File: src/rtl/threshold_pkg.sv
// threshold_pkg: shared state encoding and constants for threshold_ctrl.
package threshold_pkg;
  typedef enum logic [1:0] {IDLE, RUN, FLUSH, DONE} state_t;
  localparam logic [7:0] THR_DEFAULT = 8'd127;
  localparam int PACK_W = 8;
endpackage

File: src/rtl/threshold_packer.sv
// threshold_packer: packs binary pixels LSB-first into bytes behind a valid/ready output register.
module threshold_packer
  import threshold_pkg::*;
(
  input  logic              clk,
  input  logic              rst_n,
  input  logic              clear,
  input  logic              bit_valid,
  input  logic              bit_in,
  input  logic              bit_last,
  input  logic              out_ready,
  output logic              can_accept,
  output logic              out_valid,
  output logic              out_last,
  output logic [PACK_W-1:0] out_data
);
  localparam int CW = $clog2(PACK_W);
  logic [PACK_W-1:0] sr, word;
  logic [CW-1:0] cnt;
  logic load;
  assign word = sr | (PACK_W'(bit_in) << cnt);
  assign load = bit_valid && (bit_last || cnt == CW'(PACK_W - 1));
  assign can_accept = !out_valid || out_ready;
  always_ff @(posedge clk or negedge rst_n)
    if (!rst_n) begin
      sr <= '0;
      cnt <= '0;
      out_valid <= 1'b0;
      out_last <= 1'b0;
      out_data <= '0;
    end else begin
      if (clear || load) begin
        sr <= '0;
        cnt <= '0;
      end else if (bit_valid) begin
        sr <= word;
        cnt <= cnt + 1'b1;
      end
      if (load) begin
        out_valid <= 1'b1;
        out_last <= bit_last;
        out_data <= word;
      end else if (out_valid && out_ready) begin
        out_valid <= 1'b0;
        out_last <= 1'b0;
      end
    end
endmodule

File: src/rtl/threshold_ctrl.sv
// threshold_ctrl: binarizes a frame of grayscale pixels and streams them packed 8 per byte.
// Define ADAPTIVE_THRESH_EN to derive each frame's threshold from the previous frame's (min+max)/2.
module threshold_ctrl #(
  parameter int         IMG_W       = 28,
  parameter int         IMG_H       = 28,
  parameter logic [7:0] THR_DEFAULT = threshold_pkg::THR_DEFAULT
)(
  input  logic       clk,
  input  logic       rst_n,
  input  logic       start,
  input  logic [7:0] thr_cfg,
  input  logic       pix_valid,
  input  logic [7:0] pix_data,
  output logic       pix_ready,
  output logic       out_valid,
  output logic [7:0] out_data,
  input  logic       out_ready,
  output logic       out_last,
  output logic       busy,
  output logic       done
);
  import threshold_pkg::*;
  localparam int NPIX = IMG_W * IMG_H;
  localparam int CW = $clog2(NPIX + 1);
  state_t state, state_nx;
  logic [CW-1:0] pix_cnt;
  logic [7:0] thr;
  logic go, fire, last_pix, can_accept;
  assign go = state == IDLE && start;
  assign last_pix = pix_cnt == CW'(NPIX - 1);
  assign pix_ready = state == RUN && can_accept;
  assign fire = pix_valid && pix_ready;
  assign busy = state != IDLE;
  assign done = state == DONE;
  always_comb
    state_nx = go ? RUN :
               (state == RUN && fire && last_pix) ? FLUSH :
               (state == FLUSH && out_valid && out_ready && out_last) ? DONE :
               (state == DONE) ? IDLE : state;
`ifdef ADAPTIVE_THRESH_EN
  logic first;
  logic [7:0] pmin, pmax;
  logic [8:0] sum;
  assign sum = 9'(pmin) + 9'(pmax);
  always_ff @(posedge clk or negedge rst_n)
    if (!rst_n) begin
      first <= 1'b1;
      pmin <= 8'hFF;
      pmax <= 8'h00;
    end else if (go) begin
      first <= 1'b0;
      pmin <= 8'hFF;
      pmax <= 8'h00;
    end else if (fire) begin
      pmin <= pix_data < pmin ? pix_data : pmin;
      pmax <= pix_data > pmax ? pix_data : pmax;
    end
`endif
  always_ff @(posedge clk or negedge rst_n)
    if (!rst_n) begin
      state <= IDLE;
      pix_cnt <= '0;
      thr <= THR_DEFAULT;
    end else begin
      state <= state_nx;
      if (go) pix_cnt <= '0;
      else if (fire) pix_cnt <= pix_cnt + 1'b1;
`ifdef ADAPTIVE_THRESH_EN
      // thr_cfg only seeds the first frame; later frames inherit the midpoint
      if (go && first) thr <= thr_cfg;
      else if (state == DONE) thr <= sum[8:1];
`else
      if (go) thr <= thr_cfg;
`endif
    end
  threshold_packer u_packer (
    .clk       (clk),
    .rst_n     (rst_n),
    .clear     (go),
    .bit_valid (fire),
    .bit_in    (pix_data > thr),
    .bit_last  (last_pix),
    .out_ready (out_ready),
    .can_accept(can_accept),
    .out_valid (out_valid),
    .out_last  (out_last),
    .out_data  (out_data)
  );
endmodule

File: config.mk
export PLATFORM = sky130hd
export DESIGN_NAME = threshold_ctrl
export DESIGN_NICKNAME = d
export VERILOG_FILES = /design/src/rtl/threshold_pkg.sv /design/src/rtl/threshold_packer.sv /design/src/rtl/threshold_ctrl.sv
export SDC_FILE = /design/constraint.sdc
export NUM_CORES = 1
export LEC_CHECK = 0
export BUFFER_PORTS_ARGS = -buffer_cell sky130_fd_sc_hd__buf_2
export CAP_MARGIN = 0
export CORE_ASPECT_RATIO = 1.4
export CORE_UTILIZATION = 55
export DETAILED_ROUTE_END_ITERATION = 12
export PLACE_DENSITY = 0.78
export SYNTH_ARGS = -nofsm -noshare
export SYNTH_HDL_FRONTEND = slang
export SYNTH_SLANG_ARGS = --single-unit
File: constraint.sdc
create_clock -name clk -period 2.7 [get_ports clk]
set_input_delay 0.54 -clock clk [delete_from_list [all_inputs] [get_ports clk]]
set_output_delay 0.54 -clock clk [all_outputs]
set_load 0.02 [all_outputs]
==> results of run 1 <==
-- layout make-up --
| cell class | instances | area share, % |
|---|---|---|
| inverter | 11 | 1.78 |
| multi-input combinational | 140 | 40.0 |
| timing repair buffer | 35 | 7.78 |
| clock inverter | 2 | 0.432 |
| sequential | 41 | 44.7 |
| tap | 40 | 2.16 |
| clock buffer | 6 | 3.14 |
-- final timing paths --
path,end,start,slack (ns),depth (start not counted)
setup / recovery,u_packer.out_data[7],thr[6],0.50,7
hold / removal,thr[7],rst_n,0.36,1
setup reg to reg,u_packer.out_data[7],thr[6],0.50,7
hold reg to reg,thr[0],thr[0],0.48,2
max in group asynchronous,u_packer.out_data[7],rst_n,1.78,1
min in group clk,thr[0],thr_cfg[0],0.44,3
-- cells in the mapped netlist (2+ instances only) --
| master | number | area share [%] |
|---|---|---|
| nand3_1 | 4 | 0.98 |
| inv_1 | 11 | 2.0 |
| nor2_1 | 10 | 1.8 |
| clkbuf_1 | 3 | 0.55 |
| a32o_1 | 8 | 3.9 |
| nand4_1 | 6 | 1.8 |
| a21oi_1 | 4 | 0.98 |
| a22o_1 | 2 | 0.86 |
| nand2_1 | 30 | 5.5 |
| ha_1 | 11 | 6.8 |
| nor2b_1 | 5 | 1.5 |
| xor2_1 | 3 | 1.3 |
| dfstp_2 | 7 | 9.0 |
| nor3_1 | 3 | 0.74 |
| o21ai_0 | 19 | 4.7 |
| and2_1 | 3 | 0.92 |
| or3_1 | 2 | 0.61 |
| and3_1 | 2 | 0.61 |
| mux2i_1 | 11 | 5.4 |
| dfrtp_1 | 34 | 42 |
-- metal layers --
| metal | GRT usage, % | vias to the layer above | share of wire (%) |
|---|---|---|---|
| met3 | 6.54 | 10 | 3.0 |
| met5 | 0 | - | 0 |
| met1 | 27.9 | 765 | 42 |
| met2 | 40.8 | 29 | 52 |
| met4 | 11.1 | 0 | 2.2 |
| li1 | - | 770 | - |
-- stage by stage --
step | instance area [um^2] | utilization [%]
after floorplan | 2040 | -
after global placement | 2230 | 64.9
after detailed placement | 2230 | 64.9
after CTS | 2310 | 67.3
after global routing | 2310 | 67.3
final | 2310 | 67.3
-- critical path, cell delays in order (launching register included) --
cell and delay, ns:
dfstp_2 0.52, inv_1 0.05, ha_1 0.30, and3_1 0.19, a221oi_1 0.29, nor2_1 0.14, o21ai_0 0.38, o21ai_0 0.19
-- cells by family (layout without fill, tap and decap cells) --
| group | after synthesis | in the layout | synth area share, % |
|---|---|---|---|
| adder cells (fa/ha/maj) | 11 | 11 | 6.76 |
| multiplexers | 12 | 12 | 5.96 |
| AO/OA/AOI/OAI | 42 | 42 | 14.1 |
| buffers and inverters | 17 | 54 | 3.75 |
| flip-flops | 41 | 41 | 50.8 |
| XOR/XNOR | 4 | 4 | 1.72 |
| AND/OR/NAND/NOR | 71 | 71 | 16.9 |
-- where the power goes --
group          internal [uW]  leakage [uW]  total [uW]  switching (uW)
combinational            269      0.000530         623             354
sequential               815      0.000526         950             135
clock                    179     0.0000450         390             211
total                   1260       0.00110        1960             700
-- registers in the layout, indices dropped and copies added, names as in the netlist --
| signal | cells |
|---|---|
| u_packer.out_valid | 1 |
| u_packer.out_data | 8 |
| u_packer.cnt | 3 |
| state | 2 |
| u_packer.sr | 8 |
| pix_cnt | 10 |
| thr | 8 |
| u_packer.out_last | 1 |
==> impl_metrics.ini, run 1 <==
[clock_tree]
cts_buffer_depth = 2
post_cts_buffers = 0
cts_sinks = 41
cts-resized-gates = 0
root_buffer = clkbuf_8
cts_buffers = 5
clock_latency_ns = 0.29
cts_tree = done
cts.htree.levels = 2
hold_buffers = 0
path_clk_slew_ns = 0.08

[run]
cap_viol_max_count = 0

[route]
drt_iter0_drc = 36
ant_nets = 0
wire_per_inst_um = 14.8
drt_wl_total_um = 4060
vias = 1574
drt_first_pass_iters = 4
avgViaCountPerCell = 5.72
drc_errors = 0

[die]
io_pins = 34
die_w_um = 53.4
dieArea_um2 = 3950
start_util_pct = 59.2
die_height_um = 74.0
rows = 25
core_area_um2 = 3440

[grt]
grt_first_pass_wirelength_um = 6820
grt_overflow_total = 0
track_usage_pct = 24.1
grt_max_degree = 42
antenna_found_initial = 0
grt_pass1_vias = 1570

[sta]
fin_tns_setup_ns = 0
max_freq_ghz = 0.455
worstMarginPinSlew_ns = 0.882
skew_ns = 0.00871
min_period_ns = 2.20
rsz0062_at_grt = false
slew_headroom_pct = 41.2
fin_ws_ns = 0.500
fin_crit_sh_pct = 81.5
slew_violations = 0
hold_viol = 0
setup_viol = 0
holdWs_ns = 0.362

[logic_synthesis]
ys_types = 40
synthArstFlopShare_pct = 100
synth_ff_type = dfrtp_1
avgSynthCellArea_um2 = 10.3
yosys_warnings = 0
synth_cells = 198
synth_seq_cells = 41
syn_area_um2 = 2040
yosysSeqAreaShare_pct = 50.8
synth_edf_count = 0
syn_nets = 230

[worst_setup_path]
criticalPathCategory = reg -> reg
setup.worst_path.end_class = flip-flop
start_kind = flip-flop
cp.required_ns = 2.84
worstPathMaxFanout = 4
arrival_ns = 2.34

[cells_and_area]
area_growth_pct = 13.6
n_fill_cell = 298
finalNetCount = 266
diodes = 0
final_cell_mix = dfrtp_1, buf_2, nand2_1
multi_input_area_um2 = 926
final_cells = 275
seq_area_um2 = 1030
final_common_cell = dfrtp_1
layout-drive-gt1-share_pct = 23.8

[placement]
place_ws_ns = 0.350
place_hpwl_um = 2990
portBuffers = 33
dp_cells = 267
gp_congestion = 0.815

[pwr]
vdd_drop_max_mv = 0.625
power.leakage_uw = 0.00110
total_power_uw = 1960
p_per_area_nw_per_um2 = 848

[hold_path]
holdCritPathClass = in -> async

[status]
status = finished clean
Note: power is estimated with default switching activity, not from simulation.
==> run 2, diff against run 1 <==
==> constraint.sdc (replaced) <==
create_clock -name clk -period 2.1 [get_ports clk]
set_input_delay 0.42 -clock clk [delete_from_list [all_inputs] [get_ports clk]]
set_output_delay 0.42 -clock clk [all_outputs]
set_load 0.02 [all_outputs]
==> run 2 against run 1 <==
Utilization is 2.3 points higher. Critical path depth unchanged. Clock power increased by 46%. Sequential cell count stayed put. Final cell count up 1.8%. Highest routed layer unchanged.
==> impl_metrics.ini, run 2 (synthesis gave the netlist of run 1 again) <==
[cells_and_area]
finalNetCount = 271
fin_util_pct = 69.5
area_growth_pct = 17.4
n_fill_cell = 280
diodes = 0
multi_input_area_um2 = 935
layout-drive-gt1-share_pct = 26.7
largest_reg_flops = 10
regMostFlops = pix_cnt
final_cell_mix = dfrtp_1, buf_2, nand2_1
seq_area_um2 = 1030
final_common_cell = dfrtp_1

[worst_setup_path]
cpLargestDelayFamily = compound AO/OA/AOI/OAI gates
start_kind = flip-flop
timing.critical_path.buf_inv = 1
path_cells = inv_1 -> ha_1 -> and3_1 -> a221oi_2 -> nor2_2 -> o21ba_2 -> a32o_1
cp.required_ns = 2.29
cp_slowest_cell = dfstp_2
arrival_ns = 2.19
regToRegStartpoint = thr[6]
reg2reg_slack_ns = 0.1
criticalPathCategory = reg -> reg
crit_start = thr[6]
crit_path_max_incr_delay_ns = 0.52
setup.worst_path.end_class = flip-flop
worstPathMaxFanout = 4

[route]
drt_wl_total_um = 3970
vias = 1558
drt_first_pass_iters = 4
ant_nets = 0
drc_errors = 0
drt_iter0_drc = 27
wire_per_inst_um = 14.2
avgViaCountPerCell = 5.56

[grt]
grt_pass1_vias = 1563
grt_max_degree = 42
grt_overflow_total = 0
track_usage_pct = 24.0
antenna_found_initial = 0
grt_first_pass_wirelength_um = 6710

[clock_tree]
post_cts_buffers = 0
cts_sinks = 41
cts_tree = done
cts_buffer_depth = 2
cts_buffers = 5
clock_latency_ns = 0.30
root_buffer = clkbuf_8
path_clk_slew_ns = 0.07
cts.htree.levels = 2

[die]
dieArea_um2 = 3950
io_pins = 34
start_util_pct = 59.2
core_area_um2 = 3440
rows = 25
die_w_um = 53.4
die_height_um = 74.0

[placement]
gp_congestion = 0.796
place_hpwl_um = 2890
portBuffers = 33

[pwr]
p_per_area_nw_per_um2 = 1100
vdd_drop_max_mv = 0.802
power.leakage_uw = 0.00114

[sta]
holdWs_ns = 0.177
slew_headroom_pct = 65.9
setup_viol = 0
max_freq_ghz = 0.500
slew_violations = 0
min_period_ns = 2.00
hold_viol = 0
worstMarginPinSlew_ns = 0.512
skew_ns = 0.00775
fin_crit_sh_pct = 95.3

[status]
status = finished clean

[run]
cap_viol_max_count = 0

[hold_path]
holdCritPathClass = in -> async
-- run 2: cell count changes in the layout (fill, tap and decap cells not counted) --
cell and change:
nor2_1 -1, clkbuf_1 -1, buf_12 +1, a221oi_2 +1
clkinv_2 -1, buf_4 +4, nor2_2 +1, a221oi_1 -1
clkbuf_8 +2
-- run 2: cell type report --
type	count	share of cell area [%]
Sequential cell	41	43.3
Multi-Input combinational cell	140	39.1
Timing Repair Buffer	40	9.62
Clock buffer	7	4.03
Tap cell	40	2.09
Inverter	11	1.73
Clock inverter	1	0.209
-- run 2: repair_timing --
item	4_1_cts	5_1_grt
endpoints found under the setup margin	0	15
hold buffers	0	0
gates resized for setup	0	2
-- run 2: path summary, 6_finish.rpt --
kind / end / depth (start not counted)
max in group asynchronous: thr[4] / 2
max: u_packer.sr[0] / 7
min: thr[7] / 2
max reg2reg: u_packer.sr[0] / 7
min reg2reg: thr[0] / 2
min in group clk: thr[0] / 3
-- run 2: where the power goes --
group	switching [uW]	internal, uW
clock network	273	297
registers	157	1050
logic	473	384
-- run 2: routing by layer --
| metal | global-route usage, % | vias up | share of wire (%) |
|---|---|---|---|
| li1 | - | 781 | - |
| met1 | 27.8 | 752 | 43 |
| met2 | 40.8 | 18 | 52 |
| met3 | 4.91 | 7 | 2.5 |
| met4 | 12.3 | 0 | 2.2 |
| met5 | 0 | - | 0 |
-- run 2: worst register-to-register path: stages, from the launching register on --
cell and delay, ns:
dfstp_2 0.52, inv_1 0.04, ha_1 0.30, and3_1 0.20, a221oi_2 0.27, nor2_2 0.08, o21ba_2 0.24, a32o_1 0.24
-- run 2: metrics by stage --
step / instances / instance area [um^2] / setup WS [ns] / TNS [ns] / total power (uW)
floorplan: 198 / 2040 / 0.157 / 0 / 1780
global placement: 272 / 2280 / 0.0585 / 0 / 2040
detailed placement: 272 / 2280 / 0.0201 / 0 / 2070
CTS: 280 / 2380 / 0.0174 / 0 / 2650
global route: 280 / 2390 / -0.0234 / -0.0718 / 2830
finish: 280 / 2390 / 0.0987 / 0 / 2630
